## src/rtl/core_pkg.sv

```systemverilog
// core_pkg: shared widths, register-index types and the writeback-hit helper.
package core_pkg;
    localparam int XLEN = 64;
    localparam int NREG = 32;
    typedef logic [4:0]      reg_addr_t;
    typedef logic [XLEN-1:0] xdata_t;
    function automatic logic wb_hits(input logic wb_valid, input reg_addr_t wb_addr, input reg_addr_t r);
        return wb_valid && (wb_addr == r) && (r != '0);
    endfunction
endpackage

```

## src/rtl/reg_scoreboard.sv

```systemverilog
// reg_scoreboard: pending-writeback bit per register with set-over-clear priority;
// busy lookups are masked by a writeback landing in the same cycle.
module reg_scoreboard
    import core_pkg::*;
(
    input  logic            clk,
    input  logic            rst,
    input  logic            set_en,
    input  reg_addr_t       set_addr,
    input  logic            wb_valid,
    input  reg_addr_t       wb_addr,
    input  reg_addr_t       rs1,
    input  reg_addr_t       rs2,
    input  reg_addr_t       rd,
    output logic            busy_rs1,
    output logic            busy_rs2,
    output logic            busy_rd,
    output logic [NREG-1:0] pending
);
    logic [NREG-1:0] r_pending;
    logic [NREG-1:0] w_set;
    logic [NREG-1:0] w_clr;
    logic [NREG-1:0] w_next;

    always_comb begin
        w_set = '0;
        w_clr = '0;
        if (set_en) w_set[set_addr] = 1'b1;
        if (wb_valid) w_clr[wb_addr] = 1'b1;
        w_next = ((r_pending & ~w_clr) | w_set) & {{(NREG-1){1'b1}}, 1'b0};
    end

    always_ff @(posedge clk or posedge rst)
        if (rst) r_pending <= '0;
        else     r_pending <= w_next;

    assign busy_rs1 = r_pending[rs1] && !wb_hits(wb_valid, wb_addr, rs1);
    assign busy_rs2 = r_pending[rs2] && !wb_hits(wb_valid, wb_addr, rs2);
    assign busy_rd  = r_pending[rd]  && !wb_hits(wb_valid, wb_addr, rd);
    assign pending  = r_pending;
endmodule

```

## src/rtl/operand_fetch.sv

```systemverilog
// operand_fetch: register-read stage; reads both sources with writeback forwarding,
// stalls RAW/WAW hazards via the scoreboard and registers the instruction for execute.
module operand_fetch
    import core_pkg::*;
#(
    parameter int OP_W = 32
) (
    input  logic            clk,
    input  logic            rst,
    input  logic            in_valid,
    output logic            in_ready,
    input  logic [OP_W-1:0] in_op,
    input  reg_addr_t       in_rs1,
    input  reg_addr_t       in_rs2,
    input  logic            in_use_rs1,
    input  logic            in_use_rs2,
    input  reg_addr_t       in_rd,
    input  logic            in_rd_we,
    output reg_addr_t       rf_rd_addr_0,
    output reg_addr_t       rf_rd_addr_1,
    input  xdata_t          rf_rd_data_0,
    input  xdata_t          rf_rd_data_1,
    input  logic            wb_valid,
    input  reg_addr_t       wb_addr,
    input  xdata_t          wb_data,
    output logic            out_valid,
    input  logic            out_ready,
    output logic [OP_W-1:0] out_op,
    output xdata_t          out_rs1_data,
    output xdata_t          out_rs2_data,
    output reg_addr_t       out_rd,
    output logic            out_rd_we,
    output logic [NREG-1:0] sb_pending
);
    logic            w_busy_rs1;
    logic            w_busy_rs2;
    logic            w_busy_rd;
    logic            w_hazard;
    logic            w_accept;
    logic            w_sb_set;
    xdata_t          w_op_a;
    xdata_t          w_op_b;
    logic            r_out_valid;
    logic [OP_W-1:0] r_out_op;
    xdata_t          r_out_rs1_data;
    xdata_t          r_out_rs2_data;
    reg_addr_t       r_out_rd;
    logic            r_out_rd_we;

    assign rf_rd_addr_0 = in_rs1;
    assign rf_rd_addr_1 = in_rs2;

    // The register file only shows a write after the edge, so forward it here.
    assign w_op_a = (in_rs1 == '0) ? '0 : (wb_valid && wb_addr == in_rs1) ? wb_data : rf_rd_data_0;
    assign w_op_b = (in_rs2 == '0) ? '0 : (wb_valid && wb_addr == in_rs2) ? wb_data : rf_rd_data_1;

    assign w_hazard = (in_use_rs1 && w_busy_rs1) || (in_use_rs2 && w_busy_rs2) || (in_rd_we && w_busy_rd);
    assign in_ready = (!r_out_valid || out_ready) && !w_hazard;
    assign w_accept = in_valid && in_ready;
    assign w_sb_set = w_accept && in_rd_we && (in_rd != '0);

    reg_scoreboard u_sb (
        .clk      (clk),
        .rst      (rst),
        .set_en   (w_sb_set),
        .set_addr (in_rd),
        .wb_valid (wb_valid),
        .wb_addr  (wb_addr),
        .rs1      (in_rs1),
        .rs2      (in_rs2),
        .rd       (in_rd),
        .busy_rs1 (w_busy_rs1),
        .busy_rs2 (w_busy_rs2),
        .busy_rd  (w_busy_rd),
        .pending  (sb_pending)
    );

    always_ff @(posedge clk or posedge rst) begin
        if (rst) begin
            r_out_valid    <= 1'b0;
            r_out_op       <= '0;
            r_out_rs1_data <= '0;
            r_out_rs2_data <= '0;
            r_out_rd       <= '0;
            r_out_rd_we    <= 1'b0;
        end else if (w_accept) begin
            r_out_valid    <= 1'b1;
            r_out_op       <= in_op;
            r_out_rs1_data <= w_op_a;
            r_out_rs2_data <= w_op_b;
            r_out_rd       <= in_rd;
            r_out_rd_we    <= in_rd_we;
        end else if (out_ready) begin
            r_out_valid    <= 1'b0;
        end
    end

    assign out_valid    = r_out_valid;
    assign out_op       = r_out_op;
    assign out_rs1_data = r_out_rs1_data;
    assign out_rs2_data = r_out_rs2_data;
    assign out_rd       = r_out_rd;
    assign out_rd_we    = r_out_rd_we;
endmodule

```

## config.mk

```make
export PLATFORM = sky130hd
export DESIGN_NAME = operand_fetch
export DESIGN_NICKNAME = d
export VERILOG_FILES = /design/src/rtl/core_pkg.sv /design/src/rtl/reg_scoreboard.sv /design/src/rtl/operand_fetch.sv
export SDC_FILE = /design/constraint.sdc
export NUM_CORES = 1
export LEC_CHECK = 0
export ABC_AREA = 1
export CAP_MARGIN = 40
export CORE_AREA = 8 8 172 174
export CTS_CLUSTER_SIZE = 12
export DETAILED_ROUTE_END_ITERATION = 12
export DIE_AREA = 0 0 180 182
export GPL_TIMING_DRIVEN = 0
export PLACE_DENSITY = 0.84
export SYNTH_ARGS = -nofsm -noshare
export SYNTH_HDL_FRONTEND = slang
export SYNTH_SLANG_ARGS = --single-unit
export TNS_END_PERCENT = 100
```

## constraint.sdc

```tcl
create_clock -name clk -period 20.3 [get_ports clk]
set_input_delay 4.06 -clock clk [delete_from_list [all_inputs] [get_ports clk]]
set_output_delay 4.06 -clock clk [all_outputs]
set_load 0.02 [all_outputs]
```

* After elaboration in Yosys (flattened, before gate mapping)
Cells that the tools add are included.
** Word-level totals
- Logic and storage cells :: 69
- Flip-flop bits (word level) :: 198
- Output and inout port bits :: 210
** Cells by class
- Bitwise operators :: 3
- Order comparisons :: 6
- Reduce and logical (&&, ||, !) cells :: 32
- Equal/unequal tests :: 3
- Multiplexer cells :: 18
** Operator list (number)
- 64-bit two-way mux :: 4
- 32-bit two-way mux :: 2
- 32-bit AND :: 1
- 32-bit NOT :: 1
- 32-bit bitwise OR :: 1
- 5-bit by 6-bit less-than comparator with 1-bit output (second input constant) :: 4
- 1-bit logical AND :: 18
- 1-bit binary-select mux with 5-bit select :: 3
- 5-bit == test :: 3
- 5-bit nonzero test :: 3
- 1-bit demux with 5-bit select :: 2
- 5-bit by 1-bit greater-or-equal comparator with 1-bit output (second input constant) :: 2
- 5-bit zero test :: 2
- 1-bit two-way mux :: 7
- 1-bit zero test :: 5
- 1-bit logical OR :: 3
- 2-bit nonzero test :: 1

* Logic depth before layout (Yosys ltp)
- Word-level depth :: 15
- Gate-level depth with buffers :: 17

* By module
Synthesis repeated with hierarchy kept, for this count alone.
** Second synthesis, totals
- Cells, all modules :: 1702
- Area, all modules :: 11578.6 um^2
** Modules (own cells, without submodules)
- operand_fetch :: instances 1, seq. area each 4179.0 um^2, area an instance 9053.7 um^2, cells each 1284
- reg_scoreboard :: instances 1, seq. area each 775.7 um^2, area an instance 2524.9 um^2, cells each 418

* Least setup slack after synthesis
Ideal clock, no wire load.
- Kind :: input to output
- Start :: in in_rs2[0]
- End :: out in_ready
- Path buffers :: 2
- Cell stages on the path :: 7
- Data arrival time :: 5.271 ns
- Setup slack :: 10.969 ns
- Path through :: buf_2 buf_2 nor4_1 nor2_1 nor2_1 nand2_1 and3_1
** On the way
- Cells in the longest elaborated chain, start to end :: 10
- Elaborated cells between the ends (all ways) :: 13
- Classes of those cells :: eq/ne: 1; mux: 2; reduce/logical: 10
** Ends and longest elaborated chain
- from (decl) :: RTL line operand_fetch.sv:14 : input reg_addr_t in_rs2,
- parallel branches: the longest is 4 deep, another holds 1-bit binary-select mux with 5-bit select
- 1-bit logical AND * :: RTL line reg_scoreboard.sv:38 : assign busy_rs2 = r_pending[rs2] && !wb_hits(wb_valid, wb_addr, rs2);
- 1-bit logical AND * :: RTL line operand_fetch.sv:57 : assign w_hazard = (in_use_rs1 && w_busy_rs1) || (in_use_rs2 && w_busy_rs2) || (in_rd_we && w_busy_rd);
- 1-bit logical OR * (2 in a row) :: RTL line operand_fetch.sv:57
- 1-bit zero test * :: RTL line operand_fetch.sv:58 : assign in_ready = (!r_out_valid || out_ready) && !w_hazard;
- 1-bit logical AND * :: RTL line operand_fetch.sv:58
- to (decl) :: RTL line operand_fetch.sv:11 : output logic in_ready,
Mark *: on every way between the ends. The select of a mux whose other input is x is not followed.

* Worst setup path after layout
- Start :: in in_rd[4]
- End :: out in_ready
** On the way
- Cells in the longest elaborated chain, start to end :: 9
- Elaborated cells between the ends (all ways) :: 12
- Classes of those cells :: eq/ne: 1; mux: 2; reduce/logical: 9
** Ends and longest elaborated chain
- from (decl) :: RTL line operand_fetch.sv:17 : input reg_addr_t in_rd,
- parallel branches: the longest is 4 deep, another holds 1-bit binary-select mux with 5-bit select
- 1-bit logical AND * :: RTL line reg_scoreboard.sv:39 : assign busy_rd = r_pending[rd] && !wb_hits(wb_valid, wb_addr, rd);
- 1-bit logical AND * :: RTL line operand_fetch.sv:57
- 1-bit logical OR * :: RTL line operand_fetch.sv:57
- 1-bit zero test * :: RTL line operand_fetch.sv:58
- 1-bit logical AND * :: RTL line operand_fetch.sv:58
Marked as above.

==> run metrics <==
DRC violations left 0; placed cells 2165; gpl congestion 0.942; Die Height 182 um; slowest cell delay on critical path 0.63 ns; CP Buf/Inv Count 4; post-synthesis cell count 1368; Final Instance Count excl. Fillers 2202; fin. max-slew vios 0; Layout area overhead 51.0%; clock network power share 21.6%; CP Class input port to output pin; Sink Count 198; Antenna Nets Post-Route 0; drt via density 5.47; # Max-Cap Violations 0; WP data required 16.24 ns; DR WL/cell 22.7 um; Max Fclk 90.9 MHz; outcome finished clean; Worst setup EP type output pin; Seq cells post-synth 198; critical-path cell list clkdlybuf4s50_1, inv_1, nor3_1, nand2_1, nand2_1, nor2_1, nand3_1, nand2_1, inv_2, and3_1, clkdlybuf4s50_1; Worst Hold Class register to register; setup repair bufs after CTS 0; leak pwr 7.60 nW; io pins 462; CTS buffer count 17; Crit path max-delay family buffers and inverters; Ys Warns 0; Setup WS pre-CTS 9.42 ns; Final WS setup 9.30 ns; setup TNS 0 ns; Max transition margin 44.7%; VDD IR max 51.2 uV; chip width 180 um; first-pass GRT wire length 75400 um; final core occ 62.2%; total grt overflow 0; pwr/cell area 95.5 nW/um2; num rows 60; sequential share of power 36.2%; post-cts resize count 0; RSZ-0062 raised after global routing false; Internal 0.000971 W; antenna violations before repair 5; Switch Pwr 0.000611 W; combinational power share 42.2%; Tot GR Track Use 29.6%; fill count 2280; switch share 38.6%; H-tree depth 4; vias in the first global route 12200; CP most frequent cell nand2_1; worst-case clock buffer depth 2; fin crit share 54.2%; DIE AREA 32800 um2; post-synthesis cell area 11000 um2; Post-Syn Nets 1620; CTS root buf clkbuf_16; Post-Syn Area per Cell 8.02 um2; layout cells sized above 1 8.94%; slowest CP cell clkdlybuf4s50_1; commonest non-fill, non-tap cell in the layout clkdlybuf4s50_1; crit-path max FO 7; Setup crit start kind input port; IO buf count 454; Iter 0 DRT Violations 1250; post-synthesis sequential area ratio 45.1%; count of cell types in the netlist 27; hold_buf cts 0; Core ar. 26700 um2; TritonCTS clock tree built; Pre-Repair DR Iteration Count 6; Worst Tran Pin Value 0.829 ns; nets 2095; most frequent cells in the layout clkdlybuf4s50_1, nand2_1, nand3_1, dfrtp_1, a21boi_0; largest net degree at the start of global routing 121; hpwl dp 39000 um; initial core utilization 41.2%; final WL 50000 um; setup violators final 0; Setup Skew 0.0203 ns; worst skew pair latency 0.44 ns; endpoints failing hold 0; Pwr Total 0.00158 W; arrival time worst endpoint 6.94 ns; Final min period 11.00 ns; R2R Setup Slk 17.88 ns; clock-pin slew on the worst setup and hold paths 0.07 ns; via count 12000
[Yosys cell counts (all sizes together)]
| cell type | number | area, um2 |
|---|---|---|
| nand4 | 1 | 21.3 |
| a21boi | 128 | 961 |
| xor2 | 1 | 8.76 |
| o211ai | 1 | 7.51 |
| nor4 | 2 | 12.5 |
| conb | 1 | 3.75 |
| or2 | 1 | 6.26 |
| inv | 87 | 327 |
| nand3 | 218 | 1090 |
| nor3 | 10 | 50.1 |
| buf | 58 | 508 |
| a21oi | 10 | 50.1 |
| nor2 | 27 | 109 |
| o22ai | 3 | 18.8 |
| o21ai | 205 | 1280 |
| nand2 | 365 | 1370 |
| clkbuf | 48 | 180 |
| clkinv | 3 | 11.3 |
| dfrtp | 198 | 4950 |
| and3 | 1 | 6.26 |
[through the flow]
| step | area (um2) | hold WS (ns) |
|---|---|---|
| 2_1_floorplan | 11000 | 0.586 |
| 3_3_place_gp | 15900 | 0.464 |
| 3_5_place_dp | 16000 | 0.467 |
| 4_1_cts | 16600 | 0.485 |
| 5_1_grt | 16600 | 0.505 |
| 6_report | 16600 | 0.484 |
[path summary, 6_finish.rpt]
| path | start | endpoint | cells after the start |
|---|---|---|---|
| hold reg to reg | out_rs2_data[12] | out_rs2_data[12] | 2 |
| hold / removal | out_rs2_data[12] | out_rs2_data[12] | 2 |
| min in group asynchronous | rst | out_op[13] | 2 |
| setup reg to reg | u_sb.pending[18] | out_rs2_data[2] | 14 |
| max in group asynchronous | rst | out_rs2_data[46] | 3 |
| setup / recovery | in_rd[4] | in_ready | 11 |
[state kept, by name (all words and copies together) (netlist names)]
| signal | count |
|---|---|
| out_rs1_data | 64 |
| out_rs2_data | 64 |
| out_op | 32 |
| u_sb.pending | 31 |
| out_rd | 5 |
| out_rd_we | 1 |
| out_valid | 1 |
[power groups by stage]
stage / registers (W) / clock network (W) / logic [W]
2_1_floorplan: 0.000691 / 0 / 0.000190
3_3_place_gp: 0.000573 / 0 / 0.000660
3_5_place_dp: 0.000577 / 0 / 0.000670
4_1_cts: 0.000570 / 0.000344 / 0.000673
5_1_grt: 0.000585 / 0.000361 / 0.000712
6_report: 0.000573 / 0.000341 / 0.000668
[per-layer routing]
metal | wire length, um | global-route usage [%] | up-vias
met5 | 0 | 0 | -
met4 | 1920 | 13.1 | 0
met3 | 4530 | 7.64 | 105
met2 | 24300 | 49.9 | 675
met1 | 19200 | 35.4 | 5760
li1 | - | - | 5508
[worst reg2reg max path, delay by kind of cell (launching register included)]
| kind | cells | cell delay [ns] |
|---|---|---|
| AO/OA/AOI/OAI | 1 | 0.20 |
| flip-flops | 1 | 0.52 |
| buffers and inverters | 3 | 0.61 |
| AND/OR/NAND/NOR | 10 | 0.93 |
[final cells by class]
| cell class | count | area [um2] | share of cell area [%] |
|---|---|---|---|
| plain buffers | 106 | 688 | 4.15 |
| flip-flops and latches | 198 | 4950 | 29.9 |
| clock inverters | 14 | 138 | 0.831 |
| clock buffers | 18 | 429 | 2.59 |
| repair buffers | 456 | 4580 | 27.7 |
| well taps | 341 | 427 | 2.57 |
| multi-input cells | 974 | 4990 | 30.1 |
| inverters | 90 | 345 | 2.08 |
| diodes | 5 | 12.5 | 0.0755 |
[logic make-up (layout without fill, tap and decap cells)]
kind of cell,after synthesis,in the layout,synth area share (%)
compound gates,347,347,21.1
other cells,1,6,0.0342
xor+xnor,1,1,0.0798
flops,198,198,45.1
buf+inv,196,684,9.35
simple gates,625,625,24.3
(Power assumes the default switching activity.)
